File: src/rtl/cp0_regfile.sv
// Coprocessor-0 register file and exception sequencer.
// Holds STATUS (12), CAUSE (13) and EPC (14). It synchronises the external
// interrupt lines, raises int_req, and on an exception or ERET issues a
// one-cycle PC redirect to fetch.
// Ports:
//   clk, rst              : clock, synchronous active-high reset
//   int_ext               : raw async interrupt lines
//   int_pending           : synchronised interrupt lines
//   cause_in              : next-CAUSE word from the cause-data logic
//   exc_req/exc_pc/exc_bd : exception take, faulting PC, delay-slot flag
//   eret                  : ERET retires
//   mtc0_we/addr/data     : CP0 write port
//   mfc0_addr/data        : CP0 read port (combinational, no bypass)
//   status_out, cause_out, epc_out, exl, int_req : register state
//   redirect_valid/pc     : one-cycle PC redirect to fetch
module cp0_regfile #(
  parameter logic [31:0] EXC_VECTOR = 32'h0000_0180
) (
  input  logic        clk,
  input  logic        rst,
  input  logic [5:0]  int_ext,
  output logic [5:0]  int_pending,
  input  logic [31:0] cause_in,
  input  logic        exc_req,
  input  logic [31:0] exc_pc,
  input  logic        exc_bd,
  input  logic        eret,
  input  logic        mtc0_we,
  input  logic [4:0]  mtc0_addr,
  input  logic [31:0] mtc0_data,
  input  logic [4:0]  mfc0_addr,
  output logic [31:0] mfc0_data,
  output logic [31:0] status_out,
  output logic [31:0] cause_out,
  output logic [31:0] epc_out,
  output logic        exl,
  output logic        int_req,
  output logic        redirect_valid,
  output logic [31:0] redirect_pc
);

  localparam logic [31:0] STATUS_MASK = 32'h0000_FF03;
  localparam logic [4:0]  A_STATUS    = 5'd12;
  localparam logic [4:0]  A_CAUSE     = 5'd13;
  localparam logic [4:0]  A_EPC       = 5'd14;

  typedef enum logic {IDLE, REDIRECT} state_t;

  state_t      state, state_nxt;
  logic [31:0] status, cause, epc;
  logic [5:0]  sync1, sync2;
  logic        take_exc, take_eret, take_mtc0;
  logic [31:0] epc_exc;

  // Exception beats ERET beats MTC0; while the pipeline flushes (REDIRECT)
  // exceptions and ERET are dropped, so MTC0 can still go through.
  assign take_exc  = exc_req && (state == IDLE);
  assign take_eret = eret && !exc_req && (state == IDLE);
  assign take_mtc0 = mtc0_we && !take_exc && !take_eret;

  // Delay-slot faults restart at the branch; wraps modulo 2^32.
  assign epc_exc = exc_bd ? (exc_pc - 32'd4) : exc_pc;

  // FSM: state register
  always_ff @(posedge clk) begin
    if (rst) state <= IDLE;
    else     state <= state_nxt;
  end

  // FSM: next state
  always_comb begin
    state_nxt = IDLE;
    case (state)
      IDLE:     state_nxt = (take_exc || take_eret) ? REDIRECT : IDLE;
      REDIRECT: state_nxt = IDLE;
      default:  state_nxt = IDLE;
    endcase
  end

  // FSM: outputs
  always_comb begin
    redirect_valid = (state == REDIRECT);
  end

  always_ff @(posedge clk) begin
    if (rst)            redirect_pc <= '0;
    else if (take_exc)  redirect_pc <= EXC_VECTOR;
    else if (take_eret) redirect_pc <= epc;   // EPC before this cycle's update
  end

  always_ff @(posedge clk) begin
    if (rst) begin
      sync1 <= '0;
      sync2 <= '0;
    end else begin
      sync1 <= int_ext;
      sync2 <= sync1;
    end
  end

  always_ff @(posedge clk) begin
    if (rst) begin
      status <= '0;
      cause  <= '0;
      epc    <= '0;
    end else if (take_exc) begin
      cause     <= cause_in;
      status[1] <= 1'b1;
      // Nested exception keeps the original return address.
      if (!status[1]) epc <= epc_exc;
    end else if (take_eret) begin
      status[1] <= 1'b0;
    end else if (take_mtc0) begin
      case (mtc0_addr)
        A_STATUS: status     <= mtc0_data & STATUS_MASK;
        A_CAUSE:  cause[9:8] <= mtc0_data[9:8];
        A_EPC:    epc        <= mtc0_data;
        default:  ;
      endcase
    end
  end

  always_comb begin
    mfc0_data = '0;
    case (mfc0_addr)
      A_STATUS: mfc0_data = status;
      A_CAUSE:  mfc0_data = cause;
      A_EPC:    mfc0_data = epc;
      default:  mfc0_data = '0;
    endcase
  end

  assign int_pending = sync2;
  assign status_out  = status;
  assign cause_out   = cause;
  assign epc_out     = epc;
  assign exl         = status[1];
  assign int_req     = status[0] & ~status[1] & (|(status[15:10] & sync2));

endmodule
File: config.mk
export PLATFORM = sky130hd
export DESIGN_NAME = cp0_regfile
export DESIGN_NICKNAME = d
export VERILOG_FILES = /design/src/rtl/cp0_regfile.sv
export SDC_FILE = /design/constraint.sdc
export NUM_CORES = 1
export LEC_CHECK = 0
export BUFFER_PORTS_ARGS = -buffer_cell sky130_fd_sc_hd__buf_2
export CAP_MARGIN = 40
export CORE_MARGIN = 10
export CORE_UTILIZATION = 50
export DETAILED_ROUTE_END_ITERATION = 8
export PLACE_DENSITY_LB_ADDON = 0.1
export RECOVER_POWER = 50
export SETUP_SLACK_MARGIN = 0.5
export SLEW_MARGIN = 20
export SYNTH_ARGS = -nofsm -noshare
export SYNTH_HDL_FRONTEND = slang
export SYNTH_SLANG_ARGS = --single-unit
File: constraint.sdc
create_clock -name clk -period 5.9 [get_ports clk]
set_input_delay 0.295 -clock clk [delete_from_list [all_inputs] [get_ports clk]]
set_output_delay 0.295 -clock clk [all_outputs]
set_load 0.01 [all_outputs]
Word-level counts from Yosys, hierarchy flattened:

Cells that the tools add are included.

* add/sub/neg operators: 1
* equality and inequality tests: 8
* multiplexer cells: 19
* bitwise operators: 7
* reduce and logical (&&, ||, !) cells: 21

Operators with widths (count)
* $mux 32: 6
* $pmux 32 s3: 1
* $sub 32x3->32 const B: 1
* $eq 5x4->1 const B: 6
* $mux 9: 2
* $mux 2: 6
* $reduce_and 4->1: 2
* $reduce_bool 2->1: 4
* $and 6x6->6: 1
* $reduce_bool 3->1: 2
* $reduce_or 6->1: 1
* $logic_and 1x1->1: 5
* $ne 2x2->1 const B: 2
* $not 1->1: 4
* $logic_not 1->1: 3
* $mux 1: 3
* $reduce_and 3->1: 1
* $and 1x1->1: 2
* $pmux 1 s2: 1
* $reduce_and 2->1: 1
* $reduce_or 2->1: 1
* $logic_or 1x1->1: 1

* bits in registers: 119
* input bits: 118
* output and inout bits: 169

Depth between registers and ports, before layout:

Gate-level depths: netlist (run 1).

* depth in word-level cells: 8
* depth in mapped cells: 7

Worst setup path after synthesis (run 1):

No wires, ideal clock.

* path kind: input to register
* from: input port exc_pc[22]
* to: register epc[31], in the netlist epc_out[31]
* setup time: 0.128 ns
* arrival: 1.891 ns
* slack: 3.881 ns
* stages: 6
* path through: or4_4 > or4_4 > buf_6 > nor4b_4 > xnor2_1 > o22ai_1

* cells in the longest elaborated chain, start to end: 4

RTL lines
* start: declaration: RTL line 25 `input logic [31:0] exc_pc,`
* $sub 32x3->32: RTL line 62 `assign epc_exc = exc_bd ? (exc_pc - 32'd4) : exc_pc;`
* $mux 32: RTL line 62
* $mux 32: RTL line 110 `if (!status[1]) epc <= epc_exc;`
* $mux 32: RTL line 106 `end else if (take_exc) begin`
* end signal: assignment: RTL line 110
* end signal: assignment: RTL line 117 `A_EPC: epc <= mtc0_data;`
* end: declaration: RTL line 50 `logic [31:0] status, cause, epc;`

Every way passes these cells. The select of a mux whose other input is x is not followed.
A chain may end at the register's enable or synchronous reset.

Worst setup path after layout (run 1):

* from: input port rst
* to: register redirect_pc[19]

* cells in the longest elaborated chain, start to end: 1

RTL lines
* start: declaration: RTL line 20 `input logic rst,`
* $reduce_or 2->1 (no line)
* end signal: assignment: RTL line 88 `else if (take_eret) redirect_pc <= epc;`
* end: declaration: RTL line 39 `output logic [31:0] redirect_pc`

Every way passes these cells.

==> flow_summary_export.csv, run 1 <==
group,metric,value,unit
run_status,outcome,"complete, but fails checks",
run_status,violations,"capacitance limit, slew limit",
yosys,netlist_area,5750,sq um
setup_path,slowest_stage,"clkbuf_1",
sta,setup_viol,0,
clock_tree,cts_buffer_depth,2,
yosys,yosysMostFrequentCell,"nand2_1",
power_and_ir_drop,leakage,3.06,nW
routing,vias,6248,
sta,setup-tns-final,0,ps
placement,dp_hpwl,17100,microns
yosys,yosysTopAreaCell,"dfxtp_1",
clock_tree,ctsResizeCount,0,
yosys,yosys-top-cells-count,"nand2_1 (154), dfxtp_1 (119), a21oi_1 (79)",
run,drv_cap,1,
clock_tree,post_cts_buffers,0,
clock_tree,cts_hold_buffers,0,
sta,fin_skew,7.61,ps
yosys,synthCells,707,
die,dieHeight,127,microns
finish,layout-drive-gt1-share,22.8,%
setup_path,cpPeakStageDelay,1260,ps
routing,drcViolationCount,0,
setup_path,r2r_slack,3710,ps
routing,drt_pass1_iterations,5,
clock_tree,clock_latency,410,ps
power_and_ir_drop,power,2.27,mW
sta,drv_slew,37,
grt,grt_pass1_wl,33900,microns
yosys,yosysSeqAreaShare,41.4,%
setup_path,cp.arrival,2850,ps
finish,synthToLayoutAreaGrowth,31.6,%
sta,tightest_slew,1770,ps
power_and_ir_drop,power_per_cell_area,300,nW/um^2
finish,nNetsFinal,1069,
sta,rsz0062_at_grt,"false",
grt,grt_busiest_layer,"met2",
yosys,ys.warnings.count,0,
sta,hold_viol,0,
grt,grt_max_degree,61,
routing,avgViaCountPerCell,5.65,
routing,antenna_left,0,
yosys,synthMuxAreaShare,4.89,%
yosys,synth_fa_ha_area_share,0.217,%
clock_tree,cts_root_buf,"clkbuf_16",
die,rows,39,
yosys,synth-edff-count,0,
grt,met1_usage,29.0,%
grt,groute.usage.overall,26.0,%
worst_hold_path,hp-class,"in -> reg",
routing,drt_iter0_drc,608,
grt,use_met3,8.85,%
yosys,yosysUniqueCellTypes,58,
die,die_w,127,microns
clock_tree,cts_tree,"done",
setup_path,cp_cell_sequence,"buf_2, clkbuf_1, buf_16, nand2b_1, buf_8, a21oi_1",
routing,wirelength,22400,microns
setup_path,cp_max_fo,60,
yosys,synth.top_cells.by_area,"dfxtp_1 (41%), nand2_1 (10%), a21oi_1 (6.9%)",
yosys,async_flop_share,0,%
clock_tree,cts_sinks,119,
sta,fin_crit,2560,ps
die,io_pins,287,
finish,antenna_cells,0,
clock_tree,cts_made_buffers,17,
placement,placedCellCount,1073,
grt,grt_pass1_vias,6280,
sta,max-slew-margin-rel,-18.3,%
yosys,ys_ff_latch,119,
yosys,synth_compound_area_share,18.7,%
sta,final.period_utilization,43.4,%
yosys,synthDominantCellAreaShare,41.4,%
power_and_ir_drop,vdd_drop_max,0.221,mV
yosys,yosys.area_share.simple,24.4,%
yosys,syn_avg_cell_area,8.14,sq um
routing,wl_per_cell,20.3,microns
placement,numPortBuffers,264,
die,core_area,11300,sq um
setup_path,cp.buffers_inverters,4,
sta,fmax,391,MHz
setup_path,endpoint_kind,"flip-flop",
clock_tree,cts_max_level,4,
yosys,synth_xor_area_share,3.20,%
setup_path,cp_top_family,"buffers and inverters",
setup_path,startpoint_type,"primary input",
finish,finalNonFillerCells,1105,
placement,gp_congestion,0.879,
die,die-area,16200,sq um
grt,met2_usage,43.3,%
clock_tree,clk_transition_reported_paths,50,ps
yosys,synth_ff_type,"dfxtp_1",
setup_path,required,6190,ps
grt,antenna_found_initial,0,
yosys,synth_top_family_by_area,"simple AND/OR/NAND/NOR gates",
setup_path,critical_path_class,"in -> reg",
die,start_util,50.8,%
grt,grt_overflow_total,0,
==> layout by cell type (no fill, tap or decap), types with 9 or more instances in the layout <==
master | synthesis | final
nand2_1 | 154 | 154
buf_2 | 1 | 152
dfxtp_1 | 119 | 119
clkbuf_1 | 42 | 115
a21oi_1 | 79 | 79
nor2_1 | 53 | 52
mux2i_1 | 27 | 27
a22o_1 | 22 | 22
conb_1 | 1 | 22
xnor2_1 | 20 | 20
o21ai_0 | 19 | 19
clkbuf_16 | 0 | 17
nor2b_1 | 14 | 13
nor3_1 | 12 | 12
a211oi_1 | 9 | 9
o22ai_1 | 9 | 9
==> cells by family after synthesis <==
logic type / count (synthesis)
simple gates: 289
compound gates: 169
flops: 119
buf+inv: 79
mux: 28
xor+xnor: 21
fa+ha+maj: 1
other cells: 1
==> final cells by class <==
cell class                      instances  area, sq um
Timing Repair Buffer                  276         1290
Multi-Input combinational cell        530         3080
Sequential cell                       119         2380
Tap cell                              143          179
Clock inverter                         14          199
Fill cell                            1062         3750
Clock buffer                           17          425
Inverter                                6         22.5
==> per-stage QoR <==
stage	hold slack (ps)	cell area, sq um	setup slack, ps	util, %
3_3_place_gp	417	7040	3330	62.2
5_1_grt	97.0	7570	3180	66.9
6_report	95.9	7570	3340	66.9
2_1_floorplan	414	5830	3880	-
3_5_place_dp	420	7090	3250	62.6
4_1_cts	89.0	7720	3660	68.2
==> power breakdown <==
group | internal (mW) | leakage [nW] | switching, mW | total (mW)
Sequential | 0.845 | 0.973 | 0.0485 | 0.893
Clock | 0.709 | 0.304 | 0.383 | 1.09
Combinational | 0.105 | 1.78 | 0.182 | 0.287
==> state kept, by name (all words and copies together) (netlist names) <==
register	count
cause_out	32
epc_out	32
sync1	6
redirect_pc	32
status_out	10
int_pending	6
redirect_valid	1
==> routing by layer <==
layer | routed length, microns | vias up
met3 | 2070 | 65
met2 | 10700 | 322
met5 | 0 | -
met4 | 971 | 0
met1 | 8600 | 2951
li1 | - | 2910
==> worst paths after layout <==
path,start,to,cells past startpoint
setup / recovery,rst,redirect_pc[19],6
setup reg to reg,status_out[1],epc_out[20],4
hold / removal,int_ext[1],sync1[1],2
hold reg to reg,sync1[5],int_pending[5],1
Note: power is estimated with default switching activity, not from simulation.
==> inputs of run 2 (changes only) <==
--- a/config.mk
+++ b/config.mk
@@ -8,7 +8,7 @@
 export BUFFER_PORTS_ARGS = -buffer_cell sky130_fd_sc_hd__buf_2
 export CAP_MARGIN = 40
 export CORE_MARGIN = 10
-export CORE_UTILIZATION = 50
+export CORE_UTILIZATION = 42
 export DETAILED_ROUTE_END_ITERATION = 8
 export PLACE_DENSITY_LB_ADDON = 0.1
 export RECOVER_POWER = 50
==> constraint.sdc (replaced) <==
create_clock -name clk -period 2.2 [get_ports clk]
set_input_delay 0.11 -clock clk [delete_from_list [all_inputs] [get_ports clk]]
set_output_delay 0.11 -clock clk [all_outputs]
set_load 0.01 [all_outputs]
==> run 2 against run 1 <==
Compared with the run above:
- the flow now finishes without violations
- combinational power rose to 3.2 times the previous value
- largest cell class unchanged
- count of clock-buffer cells in the layout increased by 5
- flip-flop and latch count unchanged
- cell count is 10% higher
==> flow_summary_export.csv, run 2 (same netlist as run 1, synthesis figures left out) <==
group,metric,value,unit
power_and_ir_drop,leakage,3.43,nW
routing,drcViolationCount,0,
clock_tree,cts_root_buf,"clkbuf_16",
grt,antenna_found_initial,0,
sta,fin_crit,1790,ps
setup_path,required,2460,ps
routing,wl_per_cell,20.0,microns
finish,layout-drive-gt1-share,24.6,%
sta,final.period_utilization,81.6,%
power_and_ir_drop,vdd_drop_max,0.573,mV
finish,regArea,2380,sq um
worst_hold_path,hp-class,"in -> reg",
sta,max-slew-margin-rel,26.3,%
clock_tree,cts_buffer_depth,2,
die,io_pins,287,
grt,grt_pass1_vias,6090,
setup_path,cp_cell_sequence,"o21ba_4, or4_4, and3_1, a21oi_1, o22ai_1",
setup_path,cp_max_fo,9,
die,core_area,13300,sq um
finish,synthToLayoutAreaGrowth,46.6,%
finish,nNetsFinal,1147,
setup_path,cp.buffers_inverters,0,
sta,fmax,557,MHz
routing,avgViaCountPerCell,5.20,
die,start_util,43.1,%
clock_tree,clock_latency,420,ps
placement,gp_congestion,0.921,
routing,antenna_left,0,
setup_path,cpPeakStageDelay,460,ps
setup_path,cp.arrival,2050,ps
clock_tree,cts_sinks,119,
routing,drt_iter0_drc,496,
placement,place_area,7270,sq um
finish,antenna_cells,0,
grt,grt_max_degree,52,
grt,grt_pass1_wl,35700,microns
placement,numPortBuffers,264,
clock_tree,cts_made_buffers,17,
sta,fin_skew,7.62,ps
finish,multi_input_area,3190,sq um
clock_tree,cts_tree,"done",
setup_path,startpoint_type,"flip-flop",
routing,vias,6326,
sta,setup_ws,405,ps
sta,rsz0062_at_grt,"true",
routing,drt_pass1_iterations,5,
clock_tree,clk_transition_reported_paths,60,ps
grt,groute.usage.overall,24.6,%
finish,design_area,8430,sq um
sta,setup-tns-final,0,ps
sta,tightest_slew,1110,ps
run,drv_cap,0,
setup_path,endpoint_kind,"flip-flop",
routing,wirelength,24300,microns
sta,setup_viol,0,
grt,grt_overflow_total,0,
placement,dp_hpwl,18100,microns
die,die_w,137,microns
finish,fillCellCount,1232,
power_and_ir_drop,power_per_cell_area,733,nW/um^2
die,dieHeight,137,microns
finish,mostFrequentLayoutCells,"nand2_1 (154), buf_2 (150), dfxtp_1 (119)",
setup_path,cp_top_family,"simple AND/OR/NAND/NOR gates",
run_status,outcome,"completed",
placement,place_ws,246,ps
setup_path,critical_path_class,"reg -> reg",
clock_tree,cts_max_level,4,
die,rows,42,
setup_path,slowest_stage,"or4_4",
finish,final_common_cell,"nand2_1",
die,die-area,18800,sq um
sta,drv_slew,0,
sta,hold_viol,0,
run 2: tightest hold or removal path: cells and delay by family:
family	cells	cell delay (ps)
compound gates	1	90
simple gates	1	60
buf+inv	1	110
run 2: area by class of cell:
cell class	count	share of cell area (%)
repair buffers	353	23.8
inverters	6	0.267
flip-flops and latches	119	28.2
clock inverters	10	1.39
well taps	176	2.61
multi-input cells	531	37.8
clock buffers	22	5.87
run 2: per-stage QoR:
step / hold slack (ps) / power (mW) / utilization, % / std cells
global placement: 317 / 3.26 / 54.5 / 1120
floorplan: 238 / 2.86 / - / 728
global route: 12.1 / 6.39 / 63.2 / 1217
finish: 7.40 / 6.18 / 63.2 / 1217
CTS: 2.49 / 6.19 / 63.4 / 1207
detailed placement: 325 / 3.26 / 54.5 / 1120
run 2: path summary, 6_finish.rpt:
| kind | depth (start not counted) | from | endpoint | slack (ps) |
|---|---|---|---|---|
| setup / recovery | 5 | redirect_valid | epc_out[31] | 410 |
| hold / removal | 3 | mtc0_data[1] | epc_out[1] | 7 |
| setup reg to reg | 5 | redirect_valid | epc_out[31] | 410 |
| hold reg to reg | 1 | sync1[4] | int_pending[4] | 440 |
run 2: per-layer routing:
layer	vias to the layer above	GRT usage [%]	part of all wire, %
met4	0	6.85	1.3
met3	22	6.63	8.1
li1	3069	-	-
met5	-	0	0
met1	2953	30.9	42
met2	282	40.4	49
run 2: timing repair:
item	in CTS	in global routing
setup endpoints to repair	15	49
setup buffers	0	9
gates resized for setup	6	8
hold buffers	55	0
cloned	0	1
pin swaps	0	1
endpoints found under the hold margin	55	0
run 2: where the power goes:
group          internal (mW)  leakage [nW]  switching, mW
Sequential              2.27         0.973          0.135
Clock                   1.83         0.301           1.04
Combinational          0.390          2.16          0.531
==> inputs of run 3 (changes only) <==
--- a/config.mk
+++ b/config.mk
@@ -5,10 +5,11 @@
 export SDC_FILE = /design/constraint.sdc
 export NUM_CORES = 1
 export LEC_CHECK = 0
+export ABC_AREA = 1
 export BUFFER_PORTS_ARGS = -buffer_cell sky130_fd_sc_hd__buf_2
 export CAP_MARGIN = 40
 export CORE_MARGIN = 10
-export CORE_UTILIZATION = 42
+export CORE_UTILIZATION = 47
 export DETAILED_ROUTE_END_ITERATION = 8
 export PLACE_DENSITY_LB_ADDON = 0.1
 export RECOVER_POWER = 50
==> constraint.sdc (replaced) <==
create_clock -name clk -period 1.9 [get_ports clk]
set_input_delay 0.095 -clock clk [delete_from_list [all_inputs] [get_ports clk]]
set_output_delay 0.095 -clock clk [all_outputs]
set_load 0.01 [all_outputs]
==> run 3 against run 2 <==
Compared with the run above:
- die area fell by 7.0%
- first-iteration DRC count grew 42%
- register-to-register slack got worse by 130 ps
- sequential power rose by 18%
- non-clock buffer count decreased by 1
- utilization is 10 points higher
- synthesized cell count is 24% higher
- global-route usage grew 3.2 points
- via count increased by 16%
- critical path depth increased by 1
- worst hold slack improved by 7.7 ps
- maximum frequency up 10%
- critical endpoint is now cause_out[29]
==> flow_summary_export.csv, run 3 <==
group,metric,value,unit
power_and_ir_drop,leakage,3.92,nW
routing,drt_iter0_drc,702,
grt,antenna_found_initial,3,
finish,finalNonFillerCells,1383,
die,die_w,132,microns
sta,tightest_slew,741,ps
run_status,outcome,"completed",
routing,wl_met1,10000,microns
sta,drv_slew,0,
grt,grt_max_degree,57,
routing,wl_met2,12600,microns
sta,final.period_utilization,85.5,%
setup_path,cp_max_fo,27,
setup_path,startpoint_type,"flip-flop",
grt,grt_pass1_wl,39100,microns
routing,top_layer,"met4",
yosys,async_flop_share,0,%
yosys,yosysMostFrequentCell,"nand2_1",
setup_path,required,2250,ps
yosys,synth_ff_type,"dfxtp_1",
routing,met3WireLength,2670,microns
setup_path,cp.arrival,1970,ps
placement,gp_congestion,0.930,
die,rows,40,
sta,fin_skew,8.83,ps
routing,antenna_left,0,
yosys,synth-edff-count,0,
sta,fmax,615,MHz
clock_tree,clock_latency,410,ps
placement,numPortBuffers,264,
setup_path,cpPeakStageDelay,460,ps
yosys,yosys-top-cells-count,"nand2_1 (186), nor2_1 (142), dfxtp_1 (119)",
finish,design_area,8910,sq um
clock_tree,clk_transition_reported_paths,60,ps
die,die-area,17500,sq um
finish,fillCellCount,1057,
clock_tree,cts_max_level,4,
power_and_ir_drop,power_per_cell_area,845,nW/um^2
run,drv_cap,0,
setup_path,cp_top_family,"buffers and inverters",
yosys,yosysUniqueCellTypes,37,
die,start_util,48.6,%
worst_hold_path,worstHoldStart,"mtc0_data[14]",
routing,wl_per_cell,19.2,microns
finish,layout-drive-gt1-share,24.2,%
yosys,yosysTopAreaCell,"dfxtp_1",
grt,groute.usage.overall,27.8,%
yosys,synthCells,874,
sta,hold_slack,15.1,ps
finish,mostFrequentLayoutCells,"nand2_1 (180), buf_2 (155), nor2_1 (129)",
routing,vias,7346,
sta,setup_ws,275,ps
yosys,syn_avg_cell_area,6.76,sq um
yosys,yosysSeqAreaShare,40.3,%
yosys,synthDominantCellAreaShare,40.3,%
routing,drt_pass1_iterations,6,
grt,grt_pass1_vias,7234,
sta,fin_crit,1630,ps
power_and_ir_drop,vdd_drop_max,0.588,mV
routing,wirelength,26500,microns
finish,synthToLayoutAreaGrowth,50.6,%
clock_tree,cts_buffer_depth,2,
grt,grt_overflow_total,0,
setup_path,slowest_stage,"clkbuf_2",
setup_path,endpoint_kind,"flip-flop",
routing,drcViolationCount,0,
placement,place_ws,176,ps
setup_path,cp.buffers_inverters,3,
yosys,synth.top_cells.by_area,"dfxtp_1 (40%), nand2_1 (12%), nor2_1 (9.0%)",
setup_path,r2r_slack,270,ps
clock_tree,cts_root_buf,"clkbuf_16",
die,io_pins,287,
setup_path,setup.worst_path.start,"redirect_valid",
die,core_area,12200,sq um
placement,dp_hpwl,18300,microns
sta,hold_viol,0,
setup_path,cp_cell_sequence,"nor2_4, buf_6, buf_4, clkbuf_2, o21ai_0, nor2_1",
finish,nNetsFinal,1319,
die,dieHeight,132,microns
setup_path,worstReg2RegStart,"redirect_valid",
sta,max-slew-margin-rel,50.5,%
routing,avgViaCountPerCell,5.31,
clock_tree,cts_sinks,119,
sta,rsz0062_at_grt,"true",
worst_hold_path,hp-class,"in -> reg",
sta,setup-tns-final,0,ps
placement,place_area,7320,sq um
yosys,ys.warnings.count,0,
placement,placedCellCount,1273,
setup_path,critical_path_class,"reg -> reg",
clock_tree,cts_made_buffers,17,
yosys,netlist_area,5910,sq um
finish,final_core_util,73.2,%
finish,final_common_cell,"nand2_1",
clock_tree,cts_tree,"done",
power_and_ir_drop,power,7.52,mW
sta,setup_viol,0,
yosys,ys_ff_latch,119,
[run 3: cell types whose count changed after synthesis, moves of 20 or more]
| cell | delta |
|---|---|
| nand3_1 | +30 |
| inv_1 | +68 |
| nor2_1 | +89 |
| o21ai_0 | +47 |
| nand2_1 | +32 |
| mux2i_1 | -27 |
| xnor2_1 | -20 |
[run 3: repair_timing]
action / CTS / global route
gates resized for setup: 23 / 90
setup buffers: 6 / 6
endpoints found under the hold margin: 60 / 0
setup endpoints to repair: 44 / 80
gates cloned: 3 / 3
pin swaps: 6 / 20
hold buffers: 58 / 0
[run 3: final cells by class]
cell class | count | area, sq um | area share, %
multi-input combinational | 628 | 3180 | 35.7
sequential | 119 | 2390 | 26.8
timing repair buffer | 352 | 2160 | 24.2
clock buffer | 24 | 482 | 5.41
inverter | 80 | 318 | 3.57
tap | 168 | 210 | 2.36
clock inverter | 7 | 141 | 1.59
timing repair inverter | 2 | 20.0 | 0.225
antenna | 3 | 7.51 | 0.0843
[run 3: path summary, 6_finish.rpt]
path / cells after the start / endpoint
worst min-delay path: 3 / status_out[14]
worst max register to register: 6 / cause_out[29]
worst max-delay path: 6 / cause_out[29]
worst min register to register: 2 / int_pending[4]
[run 3: logic make-up after synthesis]
family,count (synthesis),share of synthesized area [%]
XOR/XNOR,5,0.741
AO/OA/AOI/OAI,200,19.2
AND/OR/NAND/NOR,400,28.2
buffers and inverters,148,11.3
flip-flops,119,40.3
adder cells (fa/ha/maj),1,0.212
other,1,0.0634
[run 3: metal layers]
| layer | vias to the layer above | GRT usage (%) |
|---|---|---|
| met5 | - | 0 |
| met4 | 0 | 13.6 |
| met3 | 74 | 9.30 |
| met2 | 424 | 46.4 |
| met1 | 3377 | 31.0 |
| li1 | 3471 | - |
[run 3: report_power, final]
| part | switching [mW] | internal [mW] |
|---|---|---|
| Combinational | 0.752 | 0.507 |
| Sequential | 0.189 | 2.65 |
| Clock | 1.13 | 2.30 |
| Total | 2.07 | 5.45 |
[run 3: worst reg2reg max path: stages (launching register included)]
cell and delay (ps):
dfxtp_4 360, nor2_4 170, buf_6 160, buf_4 130, clkbuf_2 460, o21ai_0 180
nor2_1 110
